### config.mk
export PLATFORM = sky130hd
export DESIGN_NAME = addr_decoder_seq_flat
export DESIGN_NICKNAME = d
export VERILOG_FILES = /design/src/rtl/addr_decoder_seq_if.sv /design/src/rtl/addr_decoder_seq.sv /design/src/flat_wrapper.sv
export SDC_FILE = /design/constraint.sdc
export NUM_CORES = 2
export LEC_CHECK = 0
export BUFFER_PORTS_ARGS = -buffer_cell sky130_fd_sc_hd__buf_2
export CAP_MARGIN = 0
export CORE_AREA = 2 2 499 501
export CTS_BUF_LIST = sky130_fd_sc_hd__clkbuf_4
export CTS_CLUSTER_DIAMETER = 40
export DETAILED_ROUTE_END_ITERATION = 16
export DIE_AREA = 0 0 501 503
export SLEW_MARGIN = 20
export SYNTH_ARGS = -nofsm -noshare
export SYNTH_HDL_FRONTEND = slang
export SYNTH_SLANG_ARGS = --single-unit
export TNS_END_PERCENT = 1
### constraint.sdc
create_clock -name clk -period 48.5 [get_ports clk]
set_input_delay 2.425 -clock clk [delete_from_list [all_inputs] [get_ports clk]]
set_output_delay 2.425 -clock clk [all_outputs]
set_load 0.01 [all_outputs]
### src/rtl/addr_decoder_seq_if.sv
// rtl/addr_decoder_seq_if.sv - bus-side signals of the registered I/O window decoder
interface addr_decoder_seq_if #(
  parameter int ADDR_W      = 32,
  parameter int WIN_INDEX_W = 4,
  parameter int SLOT_W      = 3
);
  logic [ADDR_W-1:0]      addr;
  logic                   iorq_n;
  logic                   r_w_;
  logic                   busy;
  logic                   dec_valid;
  logic                   win_valid;
  logic [WIN_INDEX_W-1:0] win_index;
  logic [SLOT_W-1:0]      sel_slot;
  logic                   is_read;
  logic                   is_write;
  logic                   multi_hit;
  logic                   miss;

  modport master (
    output addr, iorq_n, r_w_,
    input  busy, dec_valid, win_valid, win_index, sel_slot,
    input  is_read, is_write, multi_hit, miss
  );

  modport slave (
    input  addr, iorq_n, r_w_,
    output busy, dec_valid, win_valid, win_index, sel_slot,
    output is_read, is_write, multi_hit, miss
  );
endinterface

### src/rtl/addr_decoder_seq.sv
// rtl/addr_decoder_seq.sv - registered I/O window decoder with shadowed config tables
// Optional per-window hit counters: define ADDR_DEC_HITCNT_EN.
module addr_decoder_seq #(
  parameter int ADDR_W      = 32,
  parameter int NUM_WIN     = 16,
  parameter int WIN_INDEX_W = 4,
  parameter int SLOT_W      = 3,
  parameter int CNT_W       = 16
) (
  input  logic                      clk,
  input  logic                      rst,
  addr_decoder_seq_if.slave         bus,
  input  logic [NUM_WIN*ADDR_W-1:0] base_flat,
  input  logic [NUM_WIN*ADDR_W-1:0] mask_flat,
  input  logic [NUM_WIN*SLOT_W-1:0] slot_flat,
  input  logic [NUM_WIN*8-1:0]      op_flat,
  input  logic [NUM_WIN-1:0]        win_en,
  input  logic                      cfg_commit,
  output logic                      cfg_pending,
  input  logic [WIN_INDEX_W-1:0]    cnt_sel,
  input  logic                      cnt_clr,
  output logic [CNT_W-1:0]          cnt_q
);

  typedef enum logic [1:0] {ST_IDLE, ST_DECODE, ST_ACTIVE} state_t;

  state_t                    r_state;
  logic [ADDR_W-1:0]         r_addr;
  logic                      r_rw;
  logic [NUM_WIN*ADDR_W-1:0] r_base;
  logic [NUM_WIN*ADDR_W-1:0] r_mask;
  logic [NUM_WIN*SLOT_W-1:0] r_slot;
  logic [NUM_WIN*8-1:0]      r_op;
  logic [NUM_WIN-1:0]        r_en;
  logic                      r_pending;
  logic                      r_dec_valid;
  logic                      r_win_valid;
  logic [WIN_INDEX_W-1:0]    r_win_index;
  logic [SLOT_W-1:0]         r_sel_slot;
  logic                      r_is_read;
  logic                      r_is_write;
  logic                      r_multi_hit;
  logic                      r_miss;

  logic [NUM_WIN-1:0]        w_hit;
  logic [WIN_INDEX_W-1:0]    w_first_idx;
  logic [SLOT_W-1:0]         w_first_slot;
  logic                      w_any;
  logic                      w_multi;

  // 8'hFF any direction, 8'h01 reads only, 8'h00 writes only, anything else disables the window
  function automatic logic op_ok(input logic [7:0] op, input logic rd);
    case (op)
      8'hFF:   op_ok = 1'b1;
      8'h01:   op_ok = rd;
      8'h00:   op_ok = ~rd;
      default: op_ok = 1'b0;
    endcase
  endfunction

  always_comb begin
    w_hit        = '0;
    w_first_idx  = '0;
    w_first_slot = '0;
    for (int w = 0; w < NUM_WIN; w++) begin
      w_hit[w] = r_en[w]
               & (((r_addr ^ r_base[w*ADDR_W +: ADDR_W]) & r_mask[w*ADDR_W +: ADDR_W]) == '0)
               & op_ok(r_op[w*8 +: 8], r_rw);
    end
    for (int w = NUM_WIN - 1; w >= 0; w--) begin
      if (w_hit[w]) begin
        w_first_idx  = WIN_INDEX_W'(w);
        w_first_slot = r_slot[w*SLOT_W +: SLOT_W];
      end
    end
  end

  assign w_any   = |w_hit;
  assign w_multi = |(w_hit & (w_hit - NUM_WIN'(1)));

  always_ff @(posedge clk or posedge rst) begin
    if (rst) begin
      r_state     <= ST_IDLE;
      r_addr      <= '0;
      r_rw        <= 1'b0;
      r_base      <= '0;
      r_mask      <= '0;
      r_slot      <= '0;
      r_op        <= '0;
      r_en        <= '0;
      r_pending   <= 1'b0;
      r_dec_valid <= 1'b0;
      r_win_valid <= 1'b0;
      r_win_index <= '0;
      r_sel_slot  <= '0;
      r_is_read   <= 1'b0;
      r_is_write  <= 1'b0;
      r_multi_hit <= 1'b0;
      r_miss      <= 1'b0;
    end else begin
      r_dec_valid <= 1'b0;
      r_miss      <= 1'b0;
      case (r_state)
        ST_IDLE: begin
          // Shadow load shares the capture edge, so a coincident transaction sees the new tables
          if (cfg_commit || r_pending) begin
            r_base <= base_flat;
            r_mask <= mask_flat;
            r_slot <= slot_flat;
            r_op   <= op_flat;
            r_en   <= win_en;
          end
          r_pending <= 1'b0;
          if (!bus.iorq_n) begin
            r_addr  <= bus.addr;
            r_rw    <= bus.r_w_;
            r_state <= ST_DECODE;
          end
        end
        ST_DECODE: begin
          r_pending <= r_pending | cfg_commit;
          if (bus.iorq_n) begin
            r_state <= ST_IDLE;
          end else begin
            r_win_valid <= w_any;
            r_win_index <= w_first_idx;
            r_sel_slot  <= w_first_slot;
            r_multi_hit <= w_multi;
            r_is_read   <= r_rw;
            r_is_write  <= ~r_rw;
            r_dec_valid <= 1'b1;
            r_miss      <= ~w_any;
            r_state     <= ST_ACTIVE;
          end
        end
        ST_ACTIVE: begin
          r_pending <= r_pending | cfg_commit;
          if (bus.iorq_n) begin
            r_win_valid <= 1'b0;
            r_win_index <= '0;
            r_sel_slot  <= '0;
            r_multi_hit <= 1'b0;
            r_is_read   <= 1'b0;
            r_is_write  <= 1'b0;
            r_state     <= ST_IDLE;
          end
        end
        default: r_state <= ST_IDLE;
      endcase
    end
  end

  assign bus.busy      = (r_state != ST_IDLE);
  assign bus.dec_valid = r_dec_valid;
  assign bus.win_valid = r_win_valid;
  assign bus.win_index = r_win_index;
  assign bus.sel_slot  = r_sel_slot;
  assign bus.is_read   = r_is_read;
  assign bus.is_write  = r_is_write;
  assign bus.multi_hit = r_multi_hit;
  assign bus.miss      = r_miss;
  assign cfg_pending   = r_pending;

`ifdef ADDR_DEC_HITCNT_EN
  logic [CNT_W-1:0] r_cnt [NUM_WIN];
  logic [CNT_W-1:0] r_cnt_q;

  always_ff @(posedge clk or posedge rst) begin
    if (rst) begin
      for (int w = 0; w < NUM_WIN; w++) r_cnt[w] <= '0;
      r_cnt_q <= '0;
    end else begin
      if (cnt_clr) begin
        for (int w = 0; w < NUM_WIN; w++) r_cnt[w] <= '0;
      end else if (r_state == ST_DECODE && !bus.iorq_n && w_any && r_cnt[w_first_idx] != '1) begin
        r_cnt[w_first_idx] <= r_cnt[w_first_idx] + CNT_W'(1);
      end
      r_cnt_q <= (32'(cnt_sel) < NUM_WIN) ? r_cnt[cnt_sel] : '0;
    end
  end

  assign cnt_q = r_cnt_q;
`else
  logic w_unused_cnt;
  assign w_unused_cnt = ^{cnt_sel, cnt_clr};
  assign cnt_q        = '0;
`endif

endmodule

### src/flat_wrapper.sv
// flat-port wrapper written by rule: the top's interface ports become plain ports
module addr_decoder_seq_flat 
#(
  parameter int ADDR_W      = 32,
  parameter int NUM_WIN     = 16,
  parameter int WIN_INDEX_W = 4,
  parameter int SLOT_W      = 3,
  parameter int CNT_W       = 16
)
  (clk, rst, base_flat, mask_flat, slot_flat, op_flat, win_en, cfg_commit, cfg_pending, cnt_sel, cnt_clr, cnt_q, bus_addr, bus_iorq_n, bus_r_w_, bus_busy, bus_dec_valid, bus_win_valid, bus_win_index, bus_sel_slot, bus_is_read, bus_is_write, bus_multi_hit, bus_miss);
  addr_decoder_seq_if #(.ADDR_W(ADDR_W), .WIN_INDEX_W(WIN_INDEX_W), .SLOT_W(SLOT_W)) bus_i ();
  input  logic clk;
  input  logic rst;
  input  logic [NUM_WIN*ADDR_W-1:0] base_flat;
  input  logic [NUM_WIN*ADDR_W-1:0] mask_flat;
  input  logic [NUM_WIN*SLOT_W-1:0] slot_flat;
  input  logic [NUM_WIN*8-1:0] op_flat;
  input  logic [NUM_WIN-1:0] win_en;
  input  logic cfg_commit;
  output logic cfg_pending;
  input  logic [WIN_INDEX_W-1:0] cnt_sel;
  input  logic cnt_clr;
  output logic [CNT_W-1:0] cnt_q;
  input wire logic [$bits(bus_i.addr)-1:0] bus_addr;
  input wire logic [$bits(bus_i.iorq_n)-1:0] bus_iorq_n;
  input wire logic [$bits(bus_i.r_w_)-1:0] bus_r_w_;
  output wire logic [$bits(bus_i.busy)-1:0] bus_busy;
  output wire logic [$bits(bus_i.dec_valid)-1:0] bus_dec_valid;
  output wire logic [$bits(bus_i.win_valid)-1:0] bus_win_valid;
  output wire logic [$bits(bus_i.win_index)-1:0] bus_win_index;
  output wire logic [$bits(bus_i.sel_slot)-1:0] bus_sel_slot;
  output wire logic [$bits(bus_i.is_read)-1:0] bus_is_read;
  output wire logic [$bits(bus_i.is_write)-1:0] bus_is_write;
  output wire logic [$bits(bus_i.multi_hit)-1:0] bus_multi_hit;
  output wire logic [$bits(bus_i.miss)-1:0] bus_miss;
  assign bus_i.addr = bus_addr;
  assign bus_i.iorq_n = bus_iorq_n;
  assign bus_i.r_w_ = bus_r_w_;
  assign bus_busy = bus_i.busy;
  assign bus_dec_valid = bus_i.dec_valid;
  assign bus_win_valid = bus_i.win_valid;
  assign bus_win_index = bus_i.win_index;
  assign bus_sel_slot = bus_i.sel_slot;
  assign bus_is_read = bus_i.is_read;
  assign bus_is_write = bus_i.is_write;
  assign bus_multi_hit = bus_i.multi_hit;
  assign bus_miss = bus_i.miss;
  addr_decoder_seq #(.ADDR_W(ADDR_W), .NUM_WIN(NUM_WIN), .WIN_INDEX_W(WIN_INDEX_W), .SLOT_W(SLOT_W), .CNT_W(CNT_W)) u_core (.clk(clk), .rst(rst), .bus(bus_i), .base_flat(base_flat), .mask_flat(mask_flat), .slot_flat(slot_flat), .op_flat(op_flat), .win_en(win_en), .cfg_commit(cfg_commit), .cfg_pending(cfg_pending), .cnt_sel(cnt_sel), .cnt_clr(cnt_clr), .cnt_q(cnt_q));
endmodule
==> reports/results.tsv <==
stage	metric	value	unit
sta	final hold vios	0	
detailed_routing	vias	40862	
floorplan	Core Region	0.247	sq mm
worst_setup_path	slowest cell on the critical path	buf_4	
detailed_routing	Total Wirelength	260	mm
sta	Setup TNS Final	0	ns
detailed_routing	Remaining DRCs	0	
floorplan	die height	503	um
global_routing	grt ovf	0	
sta	crit share post-route	0.148	
cells_and_area	Multi-input gate area	0.0231	sq mm
worst_setup_path	CP peak stage delay	0.75	ns
min_path	hold path start	u_core.bus.is_write	
cells_and_area	Layout fillers	25623	
power	worst IR drop on VDD	0.0554	mV
worst_setup_path	CP most frequent cell	buf_4	
cells_and_area	Layout Cell Area excl Fill	0.0709	sq mm
global_routing	largest net degree at the start of global routing	201	
global_routing	GRT Overall Usage	0.199	
sta	RSZ-0062 raised after global routing	false	
yosys	fraction of registers with async set/reset	1.00	
global_routing	first-pass GRT wire length	343	mm
min_path	hold endpoint	u_core.bus.is_write	
sta	Rel. slew slack	0.129	
yosys	sequential cell area fraction in the yosys report	0.567	
global_routing	initial antenna violation count	191	
yosys	YS warnings	0	
worst_setup_path	type of element capturing the critical path	asynchronous set/reset pin	
detailed_routing	WL/cell	28.8	um
detailed_routing	starting DRC count in detailed routing	2964	
sta	setup violators final	0	
placement	DP Area	0.0659	sq mm
placement	placed cells	8302	
worst_setup_path	Reg2Reg Capture Point	u_core.r_base[332]	
cells_and_area	Area Growth Syn to Fin	26.9	%
sta	Setup Skew	0.180	ns
yosys	Synth Cell Area	0.0558	sq mm
cells_and_area	layout cells sized above 1	0.566	
cts	worst skew pair latency	1.20	ns
floorplan	IO Count	1289	
cts	clk sinks	1265	
worst_setup_path	Critical Path, Cell by Cell	buf_2 > inv_8 > buf_4 > buf_4 > buf_4 > buf_4 > buf_4 > buf_6 > buf_4	
cells_and_area	register area	0.0318	sq mm
floorplan	Die Footprint	0.252	sq mm
worst_setup_path	crit path DAT	8.30	ns
worst_setup_path	worst r2r src	u_core.r_state[0]	
worst_setup_path	flop2flop setup slack	42.21	ns
worst_setup_path	required time worst endpoint	49.65	ns
detailed_routing	uppermost routed layer	met5	
detailed_routing	post-route antenna net violation count	0	
worst_setup_path	worst path buffer plus inverter count	9	
cells_and_area	Post-Layout Cell Count	9046	
yosys	register bit total from synthesis	1265	
cts	CTS max path bufs	4	
yosys	Top FF cell, synth	dfrtp_1	
global_routing	vias in the first global route	42576	
floorplan	width of the die	501	um
yosys	Synth Instances	3936	
detailed_routing	Vias/cell	4.52	
cts	Clock transition at path regs	0.06	ns
worst_setup_path	reg2reg path depth	10	
detailed_routing	met2 wire len	120	mm
sta	Hold Slack	0.483	ns
cells_and_area	nets@finish	6693	
cts	post-CTS sizing	0	
cts	TritonCTS clock tree	yes	
floorplan	Rows	183	
worst_setup_path	Top Family by Delay on Critical Path	buffers and inverters	
detailed_routing	DRT met1 WL	98.6	mm
sta	Final Critical Period	7.16	ns
run	Max-Cap Viols	0	
placement	HPWL Detailed	198	mm
cts	number of CTS-inserted buffers	362	
min_path	hold path cells	2	
floorplan	Starting Density	0.226	
placement	GPL Wtd Cong	0.904	
detailed_routing	met3 wire len	24.3	mm
sta	fin. max-slew vios	0	
power	P per Cell Area	73.8	mW/mm^2
detailed_routing	drt first pass iters	7	
cts	clock root cell	clkbuf_4	
power	static leakage	31.8	nW
worst_setup_path	WS Path Type	in2async	
outcome	outcome	finished clean	
yosys	Post-synth EDFFs	0	
cts	Post-CTS Repair Setup Buffers	0	
min_path	Hold Path Class	reg2reg	
cells_and_area	final core occ	0.287	
cts	H-tree depth	5	
sta	Max Freq	140	MHz
yosys	Synth cell types	67	
worst_setup_path	CP startpoint kind	primary input	
sta	Worst Tran Pin Value	1.29	ns
placement	PortBufs	1267	
worst_setup_path	critical-path maximum fanout	125	
cts	hold_buf cts	0	
yosys	syn_area_per_cell	14.2	sq um
placed cells by master, fill, tap and decap left out, types with 38 or more instances in the layout:
master and count:
a22oi_1 182, buf_2 1268, buf_4 66, clkbuf_4 541, clkinv_1 49, dfrtp_1 1232, diode_2 121, mux2_2 1250
nand2_1 55, nand3_1 41, nand4_1 70, nor2_1 38, xor2_1 512
how the worst max path moves through the flow:
stage / cells after the start / start / endpoint
CTS: 9 / rst / u_core.r_base[28]
floorplan: 1 / rst / u_core.bus.dec_valid
finish: 9 / rst / u_core.r_base[28]
detailed placement: 9 / rst / u_core.r_base[0]
global route: 9 / rst / u_core.r_base[28]
global placement: 9 / rst / u_core.r_base[132]
cell families (layout without fill, tap and decap cells):
kind of cell,count (synthesis),in the layout,synth area share
xor gates and xnor gates,514,514,0.0806
other,1,137,0.0000672
muxes,1258,1258,0.253
adders and majority gates,4,4,0.000896
AOI/OAI and AO/OA,340,340,0.0459
DFF,1265,1265,0.567
buffers and inverters,241,1978,0.0216
and+or+nand+nor,313,313,0.0305
sequential cells by signal, indices dropped and copies added, names as in the netlist:
register              count
u_core.r_rw               1
u_core.r_addr            32
u_core.r_mask           512
u_core.bus.multi_hit      1
u_core.r_en              16
u_core.bus.dec_valid      1
u_core.bus.win_valid      1
u_core.bus.is_read        1
u_core.cfg_pending        1
u_core.r_state            2
u_core.r_op             128
u_core.bus.miss           1
u_core.bus.sel_slot       3
u_core.bus.win_index      4
u_core.bus.is_write       1
u_core.r_slot            48
u_core.r_base           512
routing by layer:
layer | vias to the layer above | GRT usage
met3 | 679 | 0.0707
met4 | 120 | 0.120
met1 | 20466 | 0.227
li1 | 17486 | -
met2 | 2111 | 0.318
met5 | - | 0
Yosys cell counts (all sizes together), types with 3 or more instances:
| master | n | area, sq um |
|---|---|---|
| dfrtp | 1265 | 31700 |
| mux2 | 1250 | 14100 |
| xor2 | 512 | 4480 |
| a22oi | 182 | 1370 |
| clkbuf | 133 | 499 |
| buf | 94 | 657 |
| nand4 | 70 | 438 |
| nand2 | 57 | 224 |
| nand3 | 41 | 205 |
| nor2 | 39 | 146 |
| o21ai | 35 | 175 |
| nor3 | 28 | 145 |
| a221oi | 23 | 220 |
| a22o | 22 | 193 |
| nor4 | 21 | 138 |
| a21oi | 17 | 85.1 |
| a222oi | 16 | 160 |
| nand2b | 16 | 100 |
| inv | 14 | 52.6 |
| o21a | 9 | 67.6 |
| and4 | 8 | 70.1 |
| mux2i | 8 | 80.1 |
| nor3b | 7 | 52.6 |
| o211ai | 6 | 45.0 |
| a211oi | 5 | 37.5 |
| nor2b | 5 | 31.3 |
| or2 | 5 | 31.3 |
| a31oi | 4 | 25.0 |
| ha | 4 | 50.1 |
| nand4b | 4 | 35.0 |
| a31o | 3 | 26.3 |
| and2 | 3 | 21.3 |
| and3 | 3 | 18.8 |
| o2111ai | 3 | 26.3 |
| or4 | 3 | 26.3 |
power by group:
group | switching, mW | internal [mW] | total (mW)
Sequential | 0.579 | 1.61 | 2.19
Combinational | 0.998 | 1.00 | 2.00
Clock | 0.490 | 0.549 | 1.04
Total | 2.07 | 3.16 | 5.23
area by class of cell:
type                            instances  share of cell area
Inverter                               14            0.000847
Multi-Input combinational cell       2445               0.325
Sequential cell                      1265               0.448
Clock buffer                          540              0.0572
Tap cell                             3237              0.0571
Clock inverter                         81             0.00826
Antenna cell                          121             0.00427
Timing Repair Buffer                 1343              0.0986
metrics by stage:
step,setup WS [ns],power (mW)
2_1_floorplan,10.43,3.34
5_1_grt,40.61,5.50
3_5_place_dp,39.69,4.21
4_1_cts,41.03,5.28
3_3_place_gp,39.87,4.15
6_report,41.34,5.23
worst min-delay path: stages, from the launching register on:
cell     delay [ns]
dfrtp_1        0.34
nand2_1        0.05
o21ai_0        0.06
(Power assumes the default switching activity.)
